$ cat config.mk
export PLATFORM = sky130hd
export DESIGN_NAME = block_window_loader
export DESIGN_NICKNAME = d
export VERILOG_FILES = /design/src/rtl/block_window_loader_pkg.sv /design/src/rtl/mem_read_tracker.sv /design/src/rtl/block_window_loader.sv
export SDC_FILE = /design/constraint.sdc
export NUM_CORES = 2
export LEC_CHECK = 0
export BUFFER_PORTS_ARGS = -buffer_cell sky130_fd_sc_hd__buf_2
export CAP_MARGIN = 10
export CORE_MARGIN = 4
export CORE_UTILIZATION = 41
export DETAILED_ROUTE_END_ITERATION = 8
export PLACE_DENSITY = 0.65
export SKIP_CTS_REPAIR_TIMING = 1
export SKIP_LAST_GASP = 1
export SYNTH_ARGS = -nofsm -noshare
export SYNTH_HDL_FRONTEND = slang
export SYNTH_SLANG_ARGS = --single-unit
export TNS_END_PERCENT = 20
$ cat constraint.sdc
create_clock -name clk_in -period 4.05 [get_ports clk_in]
set_clock_uncertainty 0.15 [all_clocks]
set_input_delay 0.6075 -clock clk_in [delete_from_list [all_inputs] [get_ports clk_in]]
set_output_delay 0.6075 -clock clk_in [all_outputs]
set_load 0.1 [all_outputs]
$ cat src/rtl/block_window_loader_pkg.sv
// Shared beatmap definitions: entry layout, window size and loader FSM states.
// Used by the window loader and the downstream position stage.
package block_window_loader_pkg;

    localparam int unsigned BW_NUM_SLOTS = 12;
    localparam int unsigned COORD_W      = 12;
    localparam int unsigned TIME_W       = 18;
    localparam int unsigned DIR_W        = 3;
    localparam int unsigned ID_W         = 8;
    localparam int unsigned BLK_CNT_W    = 9;
    localparam int unsigned ENTRY_W      = 2 * COORD_W + TIME_W + 1 + DIR_W;

    // Field order matches the beatmap memory word, so a word casts directly.
    typedef struct packed {
        logic [COORD_W-1:0] x;
        logic [COORD_W-1:0] y;
        logic [TIME_W-1:0]  hit_time;
        logic               color;
        logic [DIR_W-1:0]   direction;
    } block_entry_t;

    typedef enum logic [1:0] {
        IDLE = 2'd0,
        LOAD = 2'd1,
        RUN  = 2'd2,
        DONE = 2'd3
    } loader_state_e;

endpackage

$ cat src/rtl/mem_read_tracker.sv
// Tracks outstanding beatmap-memory reads with a MEM_LATENCY-deep valid/ID
// shift register so each returning word can be tagged with its block ID.
//   clk_in, rst_in     : clock, async active-low reset
//   issue_in, id_in    : a read strobe is on the memory port this cycle, and its address
//   flush_in           : drop every outstanding read (takes priority over issue_in)
//   ret_valid_out      : mem_data_in carries a tracked read this cycle
//   ret_id_out         : block ID of that returning read
//   pending_c          : number of reads currently held in the shift register
module mem_read_tracker
    import block_window_loader_pkg::*;
#(
    parameter int unsigned MEM_LATENCY = 2,
    localparam int unsigned PEND_W     = $clog2(MEM_LATENCY + 1)
) (
    input  logic              clk_in,
    input  logic              rst_in,
    input  logic              issue_in,
    input  logic [ID_W-1:0]   id_in,
    input  logic              flush_in,
    output logic              ret_valid_out,
    output logic [ID_W-1:0]   ret_id_out,
    output logic [PEND_W-1:0] pending_c
);

    logic            vld_q [MEM_LATENCY];
    logic            vld_d [MEM_LATENCY];
    logic [ID_W-1:0] id_q  [MEM_LATENCY];
    logic [ID_W-1:0] id_d  [MEM_LATENCY];

    // Shift one stage per cycle; a flush empties the whole pipe.
    always_comb begin
        vld_d[0] = issue_in;
        id_d[0]  = id_in;
        for (int unsigned i = 1; i < MEM_LATENCY; i++) begin
            vld_d[i] = vld_q[i-1];
            id_d[i]  = id_q[i-1];
        end
        if (flush_in) begin
            for (int unsigned i = 0; i < MEM_LATENCY; i++) begin
                vld_d[i] = 1'b0;
                id_d[i]  = '0;
            end
        end
    end

    always_ff @(posedge clk_in or negedge rst_in) begin
        if (!rst_in) begin
            for (int unsigned i = 0; i < MEM_LATENCY; i++) begin
                vld_q[i] <= 1'b0;
                id_q[i]  <= '0;
            end
        end else begin
            for (int unsigned i = 0; i < MEM_LATENCY; i++) begin
                vld_q[i] <= vld_d[i];
                id_q[i]  <= id_d[i];
            end
        end
    end

    // Outstanding-read count used for window slot reservation.
    always_comb begin
        pending_c = '0;
        for (int unsigned i = 0; i < MEM_LATENCY; i++) begin
            pending_c = pending_c + PEND_W'(vld_q[i]);
        end
    end

    assign ret_valid_out = vld_q[MEM_LATENCY-1];
    assign ret_id_out    = id_q[MEM_LATENCY-1];

endmodule

$ cat src/rtl/block_window_loader.sv
// Streams beatmap entries from memory into a time-ordered sliding window of
// NUM_SLOTS slots (slot 0 oldest), evicting entries whose time has passed.
//   clk_in, rst_in        : clock, async active-low reset
//   start_in              : begin a song (restarts from any state)
//   num_blocks_in         : beatmap entry count, sampled on start_in
//   curr_time_in          : current song time
//   mem_addr_out/mem_rd_out : memory read request (address = block ID)
//   mem_data_in           : memory word, valid MEM_LATENCY cycles after mem_rd_out
//   block_*_out           : window contents per slot, zero when unoccupied
//   block_valid_out       : slot occupied
//   curr_time_out         : curr_time_in delayed one cycle
//   ready_out / done_out  : window initially filled / song exhausted
module block_window_loader
    import block_window_loader_pkg::*;
#(
    parameter int unsigned NUM_SLOTS   = BW_NUM_SLOTS,
    parameter int unsigned MEM_LATENCY = 2
) (
    input  logic                 clk_in,
    input  logic                 rst_in,
    input  logic                 start_in,
    input  logic [BLK_CNT_W-1:0] num_blocks_in,
    input  logic [TIME_W-1:0]    curr_time_in,
    output logic [ID_W-1:0]      mem_addr_out,
    output logic                 mem_rd_out,
    input  logic [ENTRY_W-1:0]   mem_data_in,
    output logic [COORD_W-1:0]   block_x_out         [NUM_SLOTS],
    output logic [COORD_W-1:0]   block_y_out         [NUM_SLOTS],
    output logic [TIME_W-1:0]    block_time_out      [NUM_SLOTS],
    output logic                 block_color_out     [NUM_SLOTS],
    output logic [DIR_W-1:0]     block_direction_out [NUM_SLOTS],
    output logic [ID_W-1:0]      block_ID_out        [NUM_SLOTS],
    output logic                 block_valid_out     [NUM_SLOTS],
    output logic [TIME_W-1:0]    curr_time_out,
    output logic                 ready_out,
    output logic                 done_out
);

    localparam int unsigned CNT_W  = $clog2(NUM_SLOTS + 1);
    localparam int unsigned PEND_W = $clog2(MEM_LATENCY + 1);
    localparam int unsigned OCC_W  = $clog2(NUM_SLOTS + MEM_LATENCY + 2);

    loader_state_e        state_q, state_d;
    logic [BLK_CNT_W-1:0] next_addr_q, next_addr_d;
    logic [BLK_CNT_W-1:0] num_blocks_q, num_blocks_d;
    logic [CNT_W-1:0]     count_q, count_d;
    logic                 mem_rd_q, mem_rd_d;
    logic [ID_W-1:0]      mem_addr_q, mem_addr_d;
    logic [TIME_W-1:0]    curr_time_q, curr_time_d;
    logic                 ready_q, ready_d;
    logic                 done_q, done_d;

    block_entry_t         win_q     [NUM_SLOTS];
    block_entry_t         win_d     [NUM_SLOTS];
    logic [ID_W-1:0]      win_id_q  [NUM_SLOTS];
    logic [ID_W-1:0]      win_id_d  [NUM_SLOTS];
    logic                 win_vld_q [NUM_SLOTS];
    logic                 win_vld_d [NUM_SLOTS];

    logic                 ret_valid;
    logic [ID_W-1:0]      ret_id;
    logic [PEND_W-1:0]    pending_c;

    logic                 evict;
    logic                 issue;
    logic                 all_read;
    logic [OCC_W-1:0]     in_flight;
    logic [OCC_W-1:0]     occ;
    logic [CNT_W-1:0]     wr_idx;

    // Tracks the strobe actually on the port, so returns line up with mem_data_in.
    mem_read_tracker #(
        .MEM_LATENCY (MEM_LATENCY)
    ) u_tracker (
        .clk_in        (clk_in),
        .rst_in        (rst_in),
        .issue_in      (mem_rd_q),
        .id_in         (mem_addr_q),
        .flush_in      (start_in),
        .ret_valid_out (ret_valid),
        .ret_id_out    (ret_id),
        .pending_c     (pending_c)
    );

    // Next-state, read issue and window update.
    always_comb begin
        state_d      = state_q;
        next_addr_d  = next_addr_q;
        num_blocks_d = num_blocks_q;
        count_d      = count_q;
        mem_rd_d     = 1'b0;
        mem_addr_d   = '0;
        curr_time_d  = curr_time_in;
        win_d        = win_q;
        win_id_d     = win_id_q;
        win_vld_d    = win_vld_q;

        // Reads on the port but not yet in the tracker still hold a slot.
        in_flight = OCC_W'(pending_c) + OCC_W'(mem_rd_q);
        evict     = (state_q == RUN) && win_vld_q[0] &&
                    (win_q[0].hit_time <= curr_time_in);
        occ       = OCC_W'(count_q) + in_flight - OCC_W'(evict);
        issue     = ((state_q == LOAD) || (state_q == RUN)) &&
                    (next_addr_q < num_blocks_q) && (occ < OCC_W'(NUM_SLOTS));
        all_read  = (next_addr_q == num_blocks_q) && (in_flight == '0);
        wr_idx    = count_q - CNT_W'(evict);

        if (issue) begin
            mem_rd_d    = 1'b1;
            mem_addr_d  = ID_W'(next_addr_q);
            next_addr_d = next_addr_q + BLK_CNT_W'(1);
        end

        // Eviction shifts everything toward slot 0 and zeroes the top slot.
        if (evict) begin
            for (int unsigned i = 0; i < NUM_SLOTS - 1; i++) begin
                win_d[i]     = win_q[i+1];
                win_id_d[i]  = win_id_q[i+1];
                win_vld_d[i] = win_vld_q[i+1];
            end
            win_d[NUM_SLOTS-1]     = '0;
            win_id_d[NUM_SLOTS-1]  = '0;
            win_vld_d[NUM_SLOTS-1] = 1'b0;
        end

        // Returned entry goes to the tail of the (possibly shifted) window.
        if (ret_valid) begin
            for (int unsigned i = 0; i < NUM_SLOTS; i++) begin
                if (CNT_W'(i) == wr_idx) begin
                    win_d[i]     = block_entry_t'(mem_data_in);
                    win_id_d[i]  = ret_id;
                    win_vld_d[i] = 1'b1;
                end
            end
        end
        count_d = count_q - CNT_W'(evict) + CNT_W'(ret_valid);

        case (state_q)
            IDLE: ;
            LOAD: if ((count_q == CNT_W'(NUM_SLOTS)) || all_read) state_d = RUN;
            RUN:  if (all_read && (count_q == '0)) state_d = DONE;
            DONE: ;
            default: state_d = IDLE;
        endcase

        // A start pulse wins over everything, including a read issued this cycle.
        if (start_in) begin
            state_d      = LOAD;
            next_addr_d  = '0;
            num_blocks_d = num_blocks_in;
            count_d      = '0;
            mem_rd_d     = 1'b0;
            mem_addr_d   = '0;
            for (int unsigned i = 0; i < NUM_SLOTS; i++) begin
                win_d[i]     = '0;
                win_id_d[i]  = '0;
                win_vld_d[i] = 1'b0;
            end
        end

        ready_d = (state_d == RUN) || (state_d == DONE);
        done_d  = (state_d == DONE);
    end

    always_ff @(posedge clk_in or negedge rst_in) begin
        if (!rst_in) begin
            state_q      <= IDLE;
            next_addr_q  <= '0;
            num_blocks_q <= '0;
            count_q      <= '0;
            mem_rd_q     <= 1'b0;
            mem_addr_q   <= '0;
            curr_time_q  <= '0;
            ready_q      <= 1'b0;
            done_q       <= 1'b0;
            for (int unsigned i = 0; i < NUM_SLOTS; i++) begin
                win_q[i]     <= '0;
                win_id_q[i]  <= '0;
                win_vld_q[i] <= 1'b0;
            end
        end else begin
            state_q      <= state_d;
            next_addr_q  <= next_addr_d;
            num_blocks_q <= num_blocks_d;
            count_q      <= count_d;
            mem_rd_q     <= mem_rd_d;
            mem_addr_q   <= mem_addr_d;
            curr_time_q  <= curr_time_d;
            ready_q      <= ready_d;
            done_q       <= done_d;
            for (int unsigned i = 0; i < NUM_SLOTS; i++) begin
                win_q[i]     <= win_d[i];
                win_id_q[i]  <= win_id_d[i];
                win_vld_q[i] <= win_vld_d[i];
            end
        end
    end

    for (genvar g = 0; g < NUM_SLOTS; g++) begin : g_slot_out
        assign block_x_out[g]         = win_q[g].x;
        assign block_y_out[g]         = win_q[g].y;
        assign block_time_out[g]      = win_q[g].hit_time;
        assign block_color_out[g]     = win_q[g].color;
        assign block_direction_out[g] = win_q[g].direction;
        assign block_ID_out[g]        = win_id_q[g];
        assign block_valid_out[g]     = win_vld_q[g];
    end

    assign mem_addr_out  = mem_addr_q;
    assign mem_rd_out    = mem_rd_q;
    assign curr_time_out = curr_time_q;
    assign ready_out     = ready_q;
    assign done_out      = done_q;

endmodule

==> impl_metrics.toml <==
[setup_path]
cp_slowest_cell = "dfrtp_4"
endpoint_kind = "register"
crit_arrival_ns = 4.35
cpLargestDelayFamily = "compound AO/OA/AOI/OAI gates"
critPathKind = "reg -> reg"
path_cells = "ha_4 > nand4_1 > o21bai_4 > a21oi_2 > a2111oi_4 > a211oi_4 > inv_2 > ha_1 > ha_1 > xor2_2 > buf_4 > nor2_1 > buf_4 > buf_8 > nand2_8 > clkbuf_16 > a211oi_1"
worstPathRequired_ns = 4.41
cp-start-kind = "register"
cp.buffers_inverters = 5
cp_max_fo = 6
critPathMaxStageDelay_ns = 0.49

[synthesis]
synth_top_cell_by_area = "dfrtp_1"
yosysWarnings = 0
netlist_area_sq_um = 34900
async_flop_share_pct = 100
yosysSeqAreaShare_pct = 52.4
synth_ff_type = "dfrtp_1"
syn_nets = 3412
yosys-top-cells-area = "dfrtp_1 52%, mux2i_1 17%, a211oi_1 13%"
synth_cell_types = 38
avgSynthCellArea_sq_um = 10.6
syn_inst = 3294
synth.top_cell.area_share_pct = 52.4
synth-edff-count = 0
ys_seq_elements = 731

[cts]
numCtsBuffers = 84
cts_buffer_depth = 3
path_clk_slew_ns = 0.06
cts_root_buf = "clkbuf_16"
htree_levels = 3
tritoncts = "yes"
clkLatencyLatePin_ns = 0.66
clkSinkCount = 731

[finish]
final_nets = 4087
post-route-util_pct = 53.1
area_growth_pct = 27.9
drive_gt1_share_pct = 28.1

[pwr]
p_per_area_nw_per_um2 = 402
leakagePower_nw = 26.0
power_mw = 17.9
vdd.ir_drop.worst_mv = 0.342

[worst_hold_path]
min_path_type = "in -> reg"

[drt]
via_per_inst = 5.65
drt_iter0_drc = 2383
drc_errors = 0
ant_nets = 0
wirelength_mm = 129
vias = 29200
wl_per_cell_um = 24.9
drtPass1Iterations = 5

[placed_design]
io_buffers = 764
gp_congestion = 0.859
hpwl_mm = 86.8

[sta]
relSlewSlack_pct = 23.6
whs_ns = 0.0234
worstMarginPinSlew_ns = 1.15
rsz0062_at_grt = "true"
finalHoldViolCount = 0
finalMaxSlewViolations = 0
max_freq_ghz = 0.251
finalSetupViolCount = 0
timing.final.crit_share_pct = 98.5
finalCriticalPeriod_ns = 3.99

[global_routing]
grt_pass1_vias = 27700
grt-ovfl-total = 0
grt_first_pass_wirelength_mm = 183
antenna_found_initial = 6
grt_max_degree = 140
grt_util_all_layers_pct = 26.2

[run_status]
outcome = "complete, no violations"

[floorplan]
die_h_um = 300
io_pins = 765
core_area_sq_um = 84100
dieArea_sq_um = 89900
num_rows = 106
die_x_um = 300
initial_utilization_pct = 41.5

[job]
maxCapViolCount = 0
## path summary, 6_finish.rpt
| check | from | end | slack, ns | depth (start not counted) |
|---|---|---|---|---|
| worst max-delay path | block_time_out[201] | block_time_out[18] | 0.06 | 17 |
| worst min-delay path | num_blocks_in[1] | num_blocks_q[1] | 0.02 | 3 |
| worst max register to register | block_time_out[201] | block_time_out[18] | 0.06 | 17 |
| worst min register to register | u_tracker.id_q[15] | u_tracker.ret_id_out[7] | 0.31 | 1 |
| max in group asynchronous | rst_in | block_time_out[18] | 2.19 | 4 |
| min in group asynchronous | rst_in | block_x_out[21] | 0.46 | 2 |
## per-stage QoR
step                      cell area [sq um]  setup slack, ns  cells  TNS, ns
final                                 44700           0.0599   5173        0
after global routing                  44700           -0.109   5173    -6.35
after CTS                             43900           -0.178   5137   -13.75
after detailed placement              40800           -0.419   4983  -100.82
after global placement                40800           -0.405   4983   -65.98
after floorplan                       35100          -0.0182   3294   -0.875
## cell usage in the layout (no fill, tap or decap), types with 9 or more instances in the layout
cell           count
a211oi_1         584
a211oi_2          12
a21oi_1           73
and2_1             9
buf_12            58
buf_2            762
buf_4             72
bufinv_16         11
clkbuf_1          11
clkbuf_16         96
clkbuf_8          25
clkinv_2          12
dfrtp_1          713
dfrtp_4           13
dlygate4sd3_1     17
ha_1              35
inv_1             41
mux2i_1          605
nand2_1           67
nand2_4           10
nand3_1           62
nor2_1           608
nor2b_1           22
o21ai_0           15
## routing by layer
metal / GRT usage (%) / routed length [um]
met1: 34.5 / 53100
met2: 41.3 / 60200
met3: 6.09 / 8900
met4: 11.7 / 6350
met5: 0 / 22
## Yosys cell counts (2+ instances only)
library cell	instances
clkbuf_1	271
inv_1	43
a21o_1	5
or3_1	5
buf_2	41
nor2b_1	23
o21ai_0	16
nand4_1	6
nor2_1	610
a211oi_1	596
xnor2_1	8
ha_1	41
and2_1	11
and3_1	6
buf_1	9
nand3_1	63
mux2i_1	605
nand2_1	79
o21a_1	2
dfrtp_1	731
buf_4	24
a31oi_1	2
a21oi_1	77
nor3_1	6
## report_power, final
| group | switching [mW] | internal [mW] |
|---|---|---|
| clock network | 3.27 | 5.05 |
| logic | 1.54 | 0.507 |
| registers | 0.120 | 7.44 |
## cells by family (layout without fill, tap and decap cells)
group	after synthesis	in the layout	synth area share, %
multiplexers	606	606	17.4
AND/OR/NAND/NOR	814	816	9.42
AO/OA/AOI/OAI	704	704	14.5
buffers and inverters	388	1129	4.58
flip-flops	731	731	52.4
adder cells (fa/ha/maj)	42	42	1.53
XOR/XNOR	9	9	0.226
other	0	2	0
## flip-flops by register name, summed over array words and instances, names as in the netlist
signal / count
mem_addr_out: 8
num_blocks_q: 9
block_x_out: 144
count_q: 4
ready_out: 1
block_ID_out: 96
u_tracker.ret_valid_out: 1
mem_rd_out: 1
block_direction_out: 36
done_out: 1
u_tracker.ret_id_out: 8
curr_time_out: 18
block_valid_out: 12
u_tracker.id_q: 8
u_tracker.vld_q: 1
block_time_out: 216
block_y_out: 144
block_color_out: 12
state_q: 2
next_addr_q: 9
## layout make-up
class	count	area [sq um]
fill	7483	39400
sequential	731	18300
multi-input combinational	2177	15500
timing repair buffer	932	6170
clock buffer	121	2510
tap	1134	1420
clock inverter	33	574
inverter	43	164
antenna	2	5.00
## worst register-to-register path, cell delays in order (launching register included)
cell and delay [ns]:
dfrtp_4 0.49, ha_4 0.28, nand4_1 0.14, o21bai_4 0.21, a21oi_2 0.17, a2111oi_4 0.08, a211oi_4 0.40, inv_2 0.14
ha_1 0.22, ha_1 0.21, xor2_2 0.19, buf_4 0.15, nor2_1 0.10, buf_4 0.16, buf_8 0.17, nand2_8 0.14
clkbuf_16 0.21, a211oi_1 0.24
Power figures use the tool's default switching activity.
